### config.mk
export PLATFORM = sky130hd
export DESIGN_NAME = flash_req_arbiter
export DESIGN_NICKNAME = d
export VERILOG_FILES = /design/src/rtl/flash_req_arbiter.sv
export SDC_FILE = /design/constraint.sdc
export NUM_CORES = 1
export LEC_CHECK = 0
export ABC_AREA = 1
export BUFFER_PORTS_ARGS = -buffer_cell sky130_fd_sc_hd__buf_2
export CORE_ASPECT_RATIO = 1.25
export CORE_MARGIN = 5
export CORE_UTILIZATION = 40
export CTS_CLUSTER_SIZE = 28
export DETAILED_ROUTE_END_ITERATION = 12
export PLACE_DENSITY = 0.7
export SYNTH_ARGS = -nofsm -noshare
export SYNTH_HDL_FRONTEND = slang
export SYNTH_SLANG_ARGS = --single-unit
### constraint.sdc
create_clock -name p_clk -period 4.6 [get_ports p_clk]
set_input_delay 0 -clock p_clk [delete_from_list [all_inputs] [get_ports p_clk]]
set_output_delay 0 -clock p_clk [all_outputs]
set_load 0.01 [all_outputs]
### src/rtl/flash_req_arbiter.sv
// flash_req_arbiter: round-robin arbiter that serializes two single-transfer requesters
// onto the SPI NOR flash controller's APB port, with a fixed-length access phase.
module flash_req_arbiter #(
  parameter int unsigned ACCESS_CYCLES = 40
) (
  input  logic        p_clk,
  input  logic        p_resetn,
  input  logic        rq0_valid,
  input  logic        rq0_write,
  input  logic [31:0] rq0_addr,
  input  logic [31:0] rq0_wdata,
  output logic        rq0_ready,
  output logic        rq0_done,
  output logic [31:0] rq0_rdata,
  input  logic        rq1_valid,
  input  logic        rq1_write,
  input  logic [31:0] rq1_addr,
  input  logic [31:0] rq1_wdata,
  output logic        rq1_ready,
  output logic        rq1_done,
  output logic [31:0] rq1_rdata,
  output logic        busy,
  output logic [31:0] p_addr,
  output logic        p_write,
  output logic [31:0] p_wdata,
  output logic        p_sel_x,
  output logic        p_enable,
  input  logic [31:0] p_rdata
);
  typedef enum logic [1:0] {IDLE, SETUP, ACCESS, RESP} state_t;
  state_t state, state_n;
  logic [7:0] cnt;
  logic last, gnt, win, start, fin;
  logic [1:0] ready, done;
  logic [1:0][31:0] rdata;
  always_comb begin
    win = (rq0_valid && rq1_valid) ? ~last : rq1_valid;
    start = (state == IDLE) && (rq0_valid || rq1_valid);
    fin = (state == ACCESS) && (cnt == '0);
    state_n = state;
    case (state)
      IDLE:    state_n = start ? SETUP : IDLE;
      SETUP:   state_n = ACCESS;
      ACCESS:  state_n = fin ? RESP : ACCESS;
      default: state_n = IDLE;
    endcase
  end
  // Outputs are registered from the next state so they line up with the state they describe.
  always_ff @(posedge p_clk or negedge p_resetn) begin
    if (!p_resetn) begin
      state <= IDLE;
      cnt <= '0;
      last <= 1'b1;
      gnt <= 1'b0;
      ready <= '0;
      done <= '0;
      rdata <= '0;
      busy <= 1'b0;
      p_sel_x <= 1'b0;
      p_enable <= 1'b0;
      p_write <= 1'b0;
      p_addr <= '0;
      p_wdata <= '0;
    end else begin
      state <= state_n;
      busy <= state_n != IDLE;
      p_sel_x <= (state_n == SETUP) || (state_n == ACCESS);
      p_enable <= state_n == ACCESS;
      ready <= start ? (win ? 2'b10 : 2'b01) : 2'b00;
      done <= fin ? (gnt ? 2'b10 : 2'b01) : 2'b00;
      cnt <= (state == SETUP) ? 8'(ACCESS_CYCLES - 1) : (state == ACCESS && !fin) ? cnt - 8'd1 : cnt;
      if (start) begin
        gnt <= win;
        last <= win;
        p_write <= win ? rq1_write : rq0_write;
        p_addr <= win ? rq1_addr : rq0_addr;
        p_wdata <= win ? rq1_wdata : rq0_wdata;
      end
      // Command bus returns to zero for the response cycle; only reads update rdata.
      if (fin) begin
        p_write <= 1'b0;
        p_addr <= '0;
        p_wdata <= '0;
        if (!p_write) rdata[gnt] <= p_rdata;
      end
    end
  end
  assign rq0_ready = ready[0];
  assign rq1_ready = ready[1];
  assign rq0_done = done[0];
  assign rq1_done = done[1];
  assign rq0_rdata = rdata[0];
  assign rq1_rdata = rdata[1];
endmodule

* After elaboration in Yosys (flattened, before gate mapping)
Cells that the tools add are included.
** Storage, ports and cells
- Register bits after elaboration :: 148
- Output and inout port bits :: 136
- Logic and storage cells :: 59
** Cells by class
- Add/subtract/negate cells :: 1
- Order comparisons :: 2
- Eq/ne operators :: 4
- Muxes and demuxes :: 22
- Bitwise logic cells :: 2
- Reductions and logical operators :: 14
** Operators by type and width (count)
- $mux W32 :: 7
- $bwmux W64 :: 1
- $demux W32 S1 :: 1
- $mux W8 :: 2
- $logic_not A8 Y1 :: 1
- $mux W2 :: 4
- $sub A8 B1 Y8 const B :: 1
- $mux W1 :: 6
- $pmux W2 S3 :: 1
- $reduce_bool A2 Y1 :: 3
- $logic_and A1 B1 Y1 :: 5
- $eq A2 B1 Y1 const B :: 2
- $eq A2 B2 Y1 const B :: 2
- $logic_not A2 Y1 :: 1
- $logic_or A1 B1 Y1 :: 2
- $lt A1 B2 Y1 const B :: 1
- $not A1 Y1 :: 2
- $reduce_and A2 Y1 :: 1
- $ge A1 B1 Y1 const B :: 1
- $logic_not A1 Y1 :: 1

* Depth between registers and ports, before layout
- Depth after elaboration :: 6
- Depth in mapped cells :: 12

* Worst setup path before layout
Ideal clock, no wire load.
- Path kind :: register to register
- Start point :: register cnt[0]
- End point :: register p_sel_x
- Arrival time :: 1745 ps
- Path slack :: 2729 ps
- Cell stages (with the launch flop) :: 12
- Path buffers :: 1
- Period minus slack after synthesis :: 1871 ps
- Cell sequence :: dfrtp_1 inv_1 ha_1 nand2_2 nor2_8 nand2_2 nand2_1 inv_2 buf_6 nor2_1 inv_1 ha_1
** On the way
- Longest elaborated chain between the ends :: 6
** Ends and longest elaborated chain
- start, declared :: line 32 : logic [7:0] cnt;
- start signal, assigned :: line 71 : cnt <= (state == SETUP) ? 8'(ACCESS_CYCLES - 1) : (state == ACCESS && !fin) ? cnt - 8'd1 : cnt;
- $logic_not A8 Y1 * :: line 39 : fin = (state == ACCESS) && (cnt == '0);
- $logic_and A1 B1 Y1 * :: line 39
- $mux W1 * :: line 44 : ACCESS: state_n = fin ? RESP : ACCESS;
- $pmux W2 S3 * :: line 41 : case (state)
- net state_n[0] :: line 31 : state_t state, state_n;
- $eq A2 B1 Y1 / $eq A2 B2 Y1 (equally long branches) :: line 67 : p_sel_x <= (state_n == SETUP) || (state_n == ACCESS);
- $logic_or A1 B1 Y1 * :: line 67
- end signal, assigned :: line 67
- end, declared :: line 26 : output logic p_sel_x,
Mark *: on every way through the listed nets, which the timed path passes. The rest lies on a longest branch.
A chain may end at the register's enable or synchronous reset.

* Final worst setup path
- Start point :: register last
- End point :: register p_wdata[11]
** On the way
- Longest elaborated chain between the ends :: 5
** Ends and longest elaborated chain
- start, declared :: line 33 : logic last, gnt, win, start, fin;
- start signal, assigned :: line 74 : last <= win;
- $not A1 Y1 :: line 37 : win = (rq0_valid && rq1_valid) ? ~last : rq1_valid;
- $mux W1 :: line 37
- $mux W32 :: line 77 : p_wdata <= win ? rq1_wdata : rq0_wdata;
- $mux W32 :: line 72 : if (start) begin
- $mux W32 :: line 80 : if (fin) begin
- end signal, assigned :: line 77
- end, declared :: line 25 : output logic [31:0] p_wdata,
No other way between the ends. The select of a mux whose other input is x is not followed.

==> flow_summary.json <==
{
  "ir_drop_v": 0.000274,
  "drt_iter0_drc": 480,
  "diodes": 0,
  "yosys-top-cells-count": "nand2_1, dfrtp_1, nand3_1",
  "clk_path_buf_depth": 2,
  "slowest_delay_ns": 0.79,
  "synth_seq_cells": 148,
  "start_kind": "flop",
  "maxCapViolations": 0,
  "tns_ns": 0,
  "die_x_um": 126,
  "synth_nets": 1015,
  "antenna_found_initial": 1,
  "start_util": 0.403,
  "drive_above_1_share": 0.270,
  "final_cell_area_um2": 10500,
  "wire_per_inst_um": 15.1,
  "dieArea_um2": 19500,
  "async_reset_ff_frac": 1.00,
  "grt_pass1_wl_mm": 37.3,
  "core-area_um2": 16600,
  "synth-xor-area-share": 0.00131,
  "crit_path_cell_trace": "nand2_1, nand2_2, inv_2, nand2_1, nand2_1, dlygate4sd3_1, nand3_1, nand2_1",
  "num_io_pins": 302,
  "yosys.area_share.simple": 0.310,
  "fp-row-count": 53,
  "synth_area_um2": 6700,
  "maxClockFrequency_ghz": 0.412,
  "wirelength_mm": 22.9,
  "synth_top_area_cell": "dfrtp_1",
  "drv_slew": 0,
  "layout.nets": 1455,
  "cts_root_buf": "clkbuf_16",
  "cp_max_fo": 66,
  "synth_top_family_by_area": "simple AND/OR/NAND/NOR gates",
  "finClkSkew_ns": 0.00950,
  "cts_buffers": 17,
  "dp_hpwl_mm": 13.8,
  "clk_pin_slew_worst_paths_ns": 0.07,
  "finalSetupViolCount": 0,
  "dr.pass1.iters": 7,
  "area_growth_pct": 57.4,
  "final_hold_viol_count": 0,
  "hold_class": "in2reg",
  "power.density_nw_per_um2": 532,
  "worstSkewPairLatency_ns": 0.42,
  "leakage_nw": 5.96,
  "synth.most_common_cell": "nand2_1",
  "grt_max_degree": 107,
  "gp_congestion": 0.824,
  "worstMarginPinSlew_ns": 1.18,
  "synthCells": 842,
  "path_common_cell": "nand2_1",
  "rsz0062_at_grt": "no",
  "synth_compound_area_frac": 0.0549,
  "yosysSeqAreaShare": 0.553,
  "synth_cell_type_count": 23,
  "yosys-top-cells-area": "dfrtp_1, nand2_1, nand3_1",
  "fin_crit_ns": 2.43,
  "muxShareOfSynthArea": 0,
  "drc": 0,
  "dpl.cell_count": 1319,
  "h-tree-depth": 4,
  "fillers": 1273,
  "overflow": 0,
  "grt_pass1_vias": 7636,
  "synth_ff_type": "dfrtp_1",
  "min_period_over_period": 0.527,
  "portBuffers": 301,
  "grtUsageTotal": 0.234,
  "synth_edf_count": 0,
  "dp_slack_ns": 2.32,
  "postCtsSetupRepairBufs": 0,
  "final_cell_count_no_fill": 1515,
  "dieHeight_um": 155,
  "avgSynthCellArea_um2": 7.96,
  "fin_ws_ns": 2.17,
  "path_class": "reg2reg",
  "synth_top_area_frac": 0.549,
  "seq_area_um2": 3700,
  "cts_resized": 0,
  "vias_per_cell": 4.77,
  "dpl_cell_area_um2": 8270,
  "drt.antenna.violating_nets": 0,
  "worstPathRequired_ns": 4.95,
  "cp-end-kind": "flop",
  "cts_tree": "built",
  "yosys_warnings": 0,
  "cp_slowest_cell": "inv_2",
  "vias": 7233,
  "status": "completed",
  "synth_fa_ha_area_frac": 0.0131,
  "relSlewSlack": 0.213,
  "multi_input_area_um2": 2540,
  "p_total_mw": 5.61,
  "cp.arrival_ns": 2.78,
  "cts_sinks": 148
}
-- power breakdown --
part	internal [mW]	leakage (nW)	total, mW	switching [mW]
registers	1.74	1.72	1.98	0.245
clock network	0.908	0.305	1.47	0.563
logic	0.856	3.93	2.16	1.30
-- final cells by class --
class / instances / share of cell area
clock inverter: 12 / 0.0158
clock buffer: 20 / 0.0442
multi-input combinational: 590 / 0.241
tap: 220 / 0.0261
sequential: 148 / 0.351
inverter: 56 / 0.0199
timing repair buffer: 469 / 0.302
-- cells by family after synthesis --
kind of cell | after synthesis
buffers and inverters | 104
DFF | 148
adders and majority gates | 7
and+or+nand+nor | 509
AOI/OAI and AO/OA | 73
xor gates and xnor gates | 1
-- cell usage in the layout (no fill, tap or decap), drive strengths merged --
cell,synthesis,final
a21oi,1,1
buf,26,305
bufinv,0,3
clkbuf,22,20
clkinv,0,2
clkinvlp,0,2
dfrtp,147,147
dfstp,1,1
dlygate4sd3,0,164
ha,7,7
inv,56,61
nand2,415,415
nand3,71,71
nand4,6,6
nor2,16,16
nor3,1,1
o211ai,1,1
o21ai,71,71
xor2,1,1
-- final timing paths --
path,start,end,slack [ns],cells past startpoint
min reg2reg,p_wdata[0]$_DFFE_PN0P_,p_wdata[0]$_DFFE_PN0P_,0.46,2
min,rq0_wdata[10],p_wdata[10]$_DFFE_PN0P_,0.04,5
max reg2reg,last$_DFFE_PN1P_,p_wdata[11]$_DFFE_PN0P_,2.17,8
max,last$_DFFE_PN1P_,p_wdata[11]$_DFFE_PN0P_,2.17,8
max in group asynchronous,p_resetn,rq0_rdata[20]$_DFFE_PN0P_,3.10,3
min in group asynchronous,p_resetn,rq0_rdata[12]$_DFFE_PN0P_,0.28,2
-- state kept, by name, summed over array words and instances (netlist names), 2 cells and up --
name / cells
done: 2
rq0_rdata: 32
rq1_rdata: 32
state: 2
cnt: 8
p_addr: 32
p_wdata: 32
ready: 2
-- worst max-delay path, delay by kind of cell, from the launching register on --
| family | cells | cell delay [ns] |
|---|---|---|
| buffers and inverters | 2 | 1.34 |
| flip-flops | 1 | 0.37 |
| AND/OR/NAND/NOR | 6 | 0.65 |
-- layer usage --
layer / global-route usage / up-vias / share of wire
met5: 0 / - / 0.00057
met4: 0.105 / 2 / 0.035
met3: 0.0725 / 62 / 0.088
met2: 0.395 / 363 / 0.48
met1: 0.275 / 3308 / 0.40
li1: - / 3498 / -
-- repair_timing --
action                     4_1_cts  5_1_grt
hold endpoints to repair       234        0
setup endpoints to repair        0        0
hold buffers                   164        0
-- metrics by stage --
stage | utilization | hold slack (ns)
after floorplan | - | -0.296
after global placement | 0.497 | 0.199
after detailed placement | 0.497 | 0.192
after CTS | 0.634 | 0.0279
after global routing | 0.634 | 0.0553
final | 0.634 | 0.0412
Power figures use the tool's default switching activity.
